`src/rtl/reg_file_mp_pkg.sv`:
```
// ---------------------------------------------------------------------------
// reg_file_mp_pkg
// Shared definitions for the multi-port register file and the datapath
// blocks that address it (ALU, control unit).
//   DATA_W_DEF / ADDR_W_DEF / NUM_RD_DEF : default geometry
//   reg_idx_t                            : register index at default geometry
//   rd_src_e                             : where a read port takes its data from
// ---------------------------------------------------------------------------
package reg_file_mp_pkg;

  localparam int DATA_W_DEF = 8;
  localparam int ADDR_W_DEF = 3;
  localparam int NUM_RD_DEF = 2;
  localparam int DEPTH_DEF  = 2 ** ADDR_W_DEF;

  typedef logic [ADDR_W_DEF-1:0] reg_idx_t;

  // Read-port data source, in decreasing priority order.
  typedef enum logic [1:0] {
    SRC_ZERO  = 2'd0,  // hardwired zero register
    SRC_WR1   = 2'd1,  // forwarded from write port 1
    SRC_WR0   = 2'd2,  // forwarded from write port 0
    SRC_ARRAY = 2'd3   // stored register contents
  } rd_src_e;

endpackage

```
`src/rtl/reg_file_rdport.sv`:
```
// ---------------------------------------------------------------------------
// reg_file_rdport
// One combinational read port: picks between the zero register, same-cycle
// write forwarding and the stored register/busy bit.
//   raddr                  : register being read
//   we0/waddr0/wdata0      : write port 0 (lower priority)
//   we1/waddr1/wdata1      : write port 1 (higher priority)
//   stored_data/stored_busy: regs[raddr] and busy[raddr] from the top level
//   rdata/rbusy            : read result and advisory busy flag
// ---------------------------------------------------------------------------
module reg_file_rdport
  import reg_file_mp_pkg::*;
#(
  parameter int DATA_W   = DATA_W_DEF,
  parameter int ADDR_W   = ADDR_W_DEF,
  parameter int BYPASS   = 1,
  parameter int ZERO_REG = 0
) (
  input  logic [ADDR_W-1:0] raddr,
  input  logic              we0,
  input  logic [ADDR_W-1:0] waddr0,
  input  logic [DATA_W-1:0] wdata0,
  input  logic              we1,
  input  logic [ADDR_W-1:0] waddr1,
  input  logic [DATA_W-1:0] wdata1,
  input  logic [DATA_W-1:0] stored_data,
  input  logic              stored_busy,
  output logic [DATA_W-1:0] rdata,
  output logic              rbusy
);

  rd_src_e src;

  // Forwarded data is about to be written, so it has no outstanding
  // producer and the busy flag is suppressed.
  always_comb begin
    src = SRC_ARRAY;
    if ((ZERO_REG != 0) && (raddr == '0)) begin
      src = SRC_ZERO;
    end else if ((BYPASS != 0) && we1 && (waddr1 == raddr)) begin
      src = SRC_WR1;
    end else if ((BYPASS != 0) && we0 && (waddr0 == raddr)) begin
      src = SRC_WR0;
    end
  end

  always_comb begin
    rdata = stored_data;
    rbusy = stored_busy;
    case (src)
      SRC_ZERO: begin
        rdata = '0;
        rbusy = 1'b0;
      end
      SRC_WR1: begin
        rdata = wdata1;
        rbusy = 1'b0;
      end
      SRC_WR0: begin
        rdata = wdata0;
        rbusy = 1'b0;
      end
      default: begin
        rdata = stored_data;
        rbusy = stored_busy;
      end
    endcase
  end

endmodule

```
`src/rtl/reg_file_mp.sv`:
```
// ---------------------------------------------------------------------------
// reg_file_mp
// Parametrised multi-port register file with two write ports, optional
// write-to-read bypass, optional hardwired zero register and a per-register
// busy scoreboard.
//   CLK, RESET        : clock; synchronous active-high reset
//   WE0/WADDR0/WDATA0 : write port 0
//   WE1/WADDR1/WDATA1 : write port 1, wins on a same-address dual write
//   RADDR / RDATA     : NUM_RD packed read addresses / read data
//   RSV_EN / RSV_ADDR : mark a register busy (outstanding producer)
//   RBUSY             : per-read-port busy flag of the addressed register
//   COLLISION         : high for the cycle after a same-address dual write
// ---------------------------------------------------------------------------
module reg_file_mp
  import reg_file_mp_pkg::*;
#(
  parameter int DATA_W   = DATA_W_DEF,
  parameter int ADDR_W   = ADDR_W_DEF,
  parameter int NUM_RD   = NUM_RD_DEF,
  parameter int BYPASS   = 1,
  parameter int ZERO_REG = 0
) (
  input  logic                     CLK,
  input  logic                     RESET,
  input  logic                     WE0,
  input  logic [ADDR_W-1:0]        WADDR0,
  input  logic [DATA_W-1:0]        WDATA0,
  input  logic                     WE1,
  input  logic [ADDR_W-1:0]        WADDR1,
  input  logic [DATA_W-1:0]        WDATA1,
  input  logic [NUM_RD*ADDR_W-1:0] RADDR,
  output logic [NUM_RD*DATA_W-1:0] RDATA,
  input  logic                     RSV_EN,
  input  logic [ADDR_W-1:0]        RSV_ADDR,
  output logic [NUM_RD-1:0]        RBUSY,
  output logic                     COLLISION
);

  localparam int DEPTH = 2 ** ADDR_W;

  logic [DATA_W-1:0] regs [DEPTH];
  logic [DEPTH-1:0]  busy;
  logic [DEPTH-1:0]  busy_nxt;
  logic              collision_q;

  logic we0_eff;
  logic we1_eff;
  logic rsv_eff;
  logic same_addr;

  // With the zero register enabled, anything aimed at register 0 is dropped
  // so it can never hold data or become busy.
  assign we0_eff   = WE0    && !((ZERO_REG != 0) && (WADDR0   == '0));
  assign we1_eff   = WE1    && !((ZERO_REG != 0) && (WADDR1   == '0));
  assign rsv_eff   = RSV_EN && !((ZERO_REG != 0) && (RSV_ADDR == '0));
  assign same_addr = (WADDR0 == WADDR1);

  // Reserve is applied after the write clears, so a same-cycle write and
  // reserve leaves the register busy: the reserve is the newer producer.
  always_comb begin
    busy_nxt = busy;
    if (we0_eff) busy_nxt[WADDR0] = 1'b0;
    if (we1_eff) busy_nxt[WADDR1] = 1'b0;
    if (rsv_eff) busy_nxt[RSV_ADDR] = 1'b1;
  end

  always_ff @(posedge CLK) begin
    if (RESET) begin
      for (int i = 0; i < DEPTH; i++) begin
        regs[i] <= '0;
      end
      busy        <= '0;
      collision_q <= 1'b0;
    end else begin
      if (we0_eff && !(we1_eff && same_addr)) begin
        regs[WADDR0] <= WDATA0;
      end
      if (we1_eff) begin
        regs[WADDR1] <= WDATA1;
      end
      busy        <= busy_nxt;
      // Flags any same-address dual write request, even one aimed at the
      // zero register, so the control unit sees the port conflict.
      collision_q <= WE0 && WE1 && same_addr;
    end
  end

  assign COLLISION = collision_q;

  for (genvar g = 0; g < NUM_RD; g++) begin : g_rd
    logic [ADDR_W-1:0] ra;
    assign ra = RADDR[g*ADDR_W +: ADDR_W];

    reg_file_rdport #(
      .DATA_W  (DATA_W),
      .ADDR_W  (ADDR_W),
      .BYPASS  (BYPASS),
      .ZERO_REG(ZERO_REG)
    ) u_rdport (
      .raddr      (ra),
      .we0        (WE0),
      .waddr0     (WADDR0),
      .wdata0     (WDATA0),
      .we1        (WE1),
      .waddr1     (WADDR1),
      .wdata1     (WDATA1),
      .stored_data(regs[ra]),
      .stored_busy(busy[ra]),
      .rdata      (RDATA[g*DATA_W +: DATA_W]),
      .rbusy      (RBUSY[g])
    );
  end

endmodule

```
`config.mk`:
```
export PLATFORM = sky130hd
export DESIGN_NAME = reg_file_mp
export DESIGN_NICKNAME = d
export VERILOG_FILES = /design/src/rtl/reg_file_mp_pkg.sv /design/src/rtl/reg_file_rdport.sv /design/src/rtl/reg_file_mp.sv
export SDC_FILE = /design/constraint.sdc
export NUM_CORES = 1
export LEC_CHECK = 0
export CAP_MARGIN = 20
export CORE_MARGIN = 2
export CORE_UTILIZATION = 58
export CTS_CLUSTER_DIAMETER = 200
export DETAILED_ROUTE_END_ITERATION = 16
export GPL_TIMING_DRIVEN = 0
export PLACE_DENSITY = 0.81
export SETUP_SLACK_MARGIN = 0.1
export SYNTH_ARGS = -nofsm -noshare
export SYNTH_HDL_FRONTEND = slang
export SYNTH_HIERARCHICAL = 1
export SYNTH_SLANG_ARGS = --single-unit
export TNS_END_PERCENT = 10
```
`constraint.sdc`:
```
create_clock -name CLK -period 2.7 [get_ports CLK]
set_clock_uncertainty 0.05 [all_clocks]
set_input_delay 0.54 -clock CLK [delete_from_list [all_inputs] [get_ports CLK]]
set_output_delay 0.54 -clock CLK [all_outputs]
set_load 0.1 [all_outputs]
```
==> metrics <==
outcome=complete, but fails checks; failing checks=setup timing; Final Critical Period=2.795 ns; Sw Share=33.78%; endpoint class of the critical path=output pin; routed wire length=17550 um; flops & latches, synth=73; Post-Syn Nets=488; DRC=0; crit share post-route=103.5%; largest net degree at the start of global routing=13; crit path buf inv count=4; slowest stage delay, CP=0.56 ns; mapped cell area=5593 sq um; hold crit path type=register to register; Logic pwr share=37.7%; hold path cells=2; multi-input logic area=3643 sq um; die height=102.2 um; max_slew headroom=32.62%; Final WS setup=-0.09532 ns; Final setup violation count=15; grt ovf=0; H-tree depth=3; Clock transition at path regs=0.08 ns; sequential power share=35.5%; type of the worst setup path=input port to output pin; initial core utilization=60.24%; gpl congestion=0.8929; Worst setup startpoint=RADDR[3]; CP Max Fanout=5; vias in the first global route=4735; fillers=521; Root Buffer=clkbuf_8; R2R setup slack=1.90 ns; Hold Buf Count CTS=0; worst flop-to-flop path startpoint=busy[1]; max cap viols=0; CP startpoint kind=input port; final net count=571; clock sinks=73; Pleak=0.002639 uW; row count=35; Post-synth EDFFs=64; Die X=102.2 um; area delta synth->final=31.81%; CP endpoint=RDATA[15]; fin. max-slew vios=0; Max rail drop VDD=0.0003824 V; Die Area=10440 sq um; R2R depth=2; P_int=2546 uW; CTS tree=done; Min Hold Slack=0.5560 ns; Worst-Skew Late Latency=0.36 ns; io pins=55; FFs w/ async S/R, synth=0%; Post-Syn Instances=452; fmax=0.3577 GHz; Worst Max-Slew Pin Slew=1.008 ns; CP delay by family, top=multiplexers; Critical-path top delay cell=mux4_2; top_reg_cell synth=edfxtp_1; dpl cells=640; antenna viol nets, final=0; R2R Path End=busy[1]; diode count=0; total clock buffers created by CTS=9; first-pass GRT wire length=27000 um; Final Hold Fails=0; critical path required time=2.11 ns; post-DR vias/cell=6.946; post-DP HPWL=11800 um; gr usage total=35.48%; clock share of power=26.8%; CP arrival=2.21 ns; total number of cells along the worst setup path=8; Port Buffers=53; Net Switching=1299 uW; power density cells=521.5 nW/um^2; Avg WL per Cell=26.27 um; CP cell instances=buf_8, buf_8, buf_12, mux4_2, mux2_4, mux2i_4, a21oi_4, buf_12; Pre-antenna DRT Iters=5; synth warn=6; Clock Path Buffers=2; initial antenna violation count=0; Syn Area/Cell=12.37 sq um; total area of sequential cells=2102 sq um; share of cells above drive strength 1=45.27%; RSZ-0062 raised after global routing=yes; synth unique cells=46; sequential area share after synthesis=37.58%; core area=9284 sq um; Non-Filler Instances=668; number of DRC markers in iteration 0=652; via count=4640
-- synthesized netlist by cell type, types with 3 or more instances --
| cell | n | area share [%] |
|---|---|---|
| a211oi_1 | 8 | 1.1 |
| a21oi_1 | 27 | 2.4 |
| a32oi_1 | 7 | 1.1 |
| and2_1 | 5 | 0.56 |
| and3b_1 | 3 | 0.47 |
| buf_2 | 11 | 0.98 |
| buf_6 | 6 | 1.2 |
| clkbuf_1 | 14 | 0.94 |
| dfxtp_1 | 9 | 3.2 |
| edfxtp_1 | 64 | 34 |
| mux2_2 | 74 | 15 |
| mux2i_1 | 16 | 2.9 |
| mux4_1 | 36 | 17 |
| nand2_2 | 5 | 0.56 |
| nand3_1 | 10 | 0.89 |
| nand3b_1 | 11 | 1.5 |
| nand4_1 | 3 | 0.34 |
| nand4b_1 | 3 | 0.47 |
| nor2_1 | 51 | 3.4 |
| nor3_1 | 24 | 2.1 |
| o31ai_1 | 16 | 2.1 |
| xnor2_1 | 15 | 2.3 |
-- flip-flops by register name, summed over array words and instances, names as in the netlist --
name / cells
COLLISION: 1
regs: 64
busy: 8
-- area by class of cell --
type,count,area share [%]
repair buffers,72,12.47
multi-input cells,341,49.42
clock buffers,10,1.731
flip-flops and latches,73,28.51
inverters,1,0.05092
plain buffers,37,4.209
well taps,129,2.189
clock inverters,5,1.409
-- metal layers --
layer,GRT usage (%),vias up,share of wire (%),routed length [um]
met3,6.977,60,12,2068
met1,46.03,2245,36,6233
met2,59.41,379,50,8724
met5,0,-,0,0
met4,13.54,0,3.0,522
li1,-,1956,-,-
-- cells in the final DEF, fill, tap and decap left out, drive strengths merged, types with 4 or more instances in the layout --
cell           netlist  final
mux2                74     74
edfxtp              64     64
buf                 22     61
nor2                51     51
mux4                36     36
a21oi               27     27
clkbuf              15     26
nor3                24     24
clkdlybuf4s50        0     24
mux2i               16     16
o31ai               16     16
xnor2               15     15
nand3b              11     11
nand3               11     11
dfxtp                9      9
a211oi               8      8
a32oi                7      7
nand2                7      7
and2                 5      5
dlygate4sd2          0      5
nand4                5      5
and3                 4      4
-- power groups by stage --
stage | clock network, uW | logic, uW | registers, uW
2_1_floorplan | 0 | 844 | 1360
3_3_place_gp | 0 | 1120 | 1370
3_5_place_dp | 0 | 1140 | 1380
4_1_cts | 1030 | 1410 | 1360
5_1_grt | 1060 | 1490 | 1370
6_report | 1030 | 1450 | 1370
-- how the worst min path moves through the flow --
| stage | endpoint | slack [ns] | from |
|---|---|---|---|
| after floorplan | busy[7] | 0.47 | busy[7] |
| after global placement | busy[7] | 0.50 | busy[7] |
| after detailed placement | busy[6] | 0.53 | busy[6] |
| after CTS | busy[3] | 0.55 | busy[3] |
| after global routing | busy[7] | 0.58 | busy[7] |
| final | busy[2] | 0.56 | busy[2] |
-- what timing repair did --
item	in CTS	in global routing
cloned	2	0
gates resized for setup	282	18
endpoints found under the setup margin	67	61
pin swaps	8	6
buffers inserted	8	3
-- cell families after synthesis --
logic type | share of synthesized area [%]
simple gates | 14.09
mux | 34.68
buf+inv | 4.273
xor+xnor | 2.349
flops | 37.58
compound gates | 7.025
-- worst register-to-register path, stage by stage, from the launching register on --
cell and delay, ns:
dfxtp_1 0.34, a32oi_1 0.21, a21oi_1 0.06
-- metrics by stage --
step | area [sq um] | utilization (%) | total power (uW) | setup TNS, ns | setup slack (ns)
2_1_floorplan | 5837 | - | 2201 | 0 | 0.09885
3_3_place_gp | 6529 | 70.32 | 2485 | -81.88 | -1.715
3_5_place_dp | 6579 | 70.86 | 2521 | -55.46 | -1.744
4_1_cts | 7301 | 78.64 | 3793 | -0.2218 | -0.02768
5_1_grt | 7372 | 79.41 | 3926 | -0.9614 | -0.09574
6_report | 7372 | 79.41 | 3845 | -0.4740 | -0.09532
(Power assumes the default switching activity.)
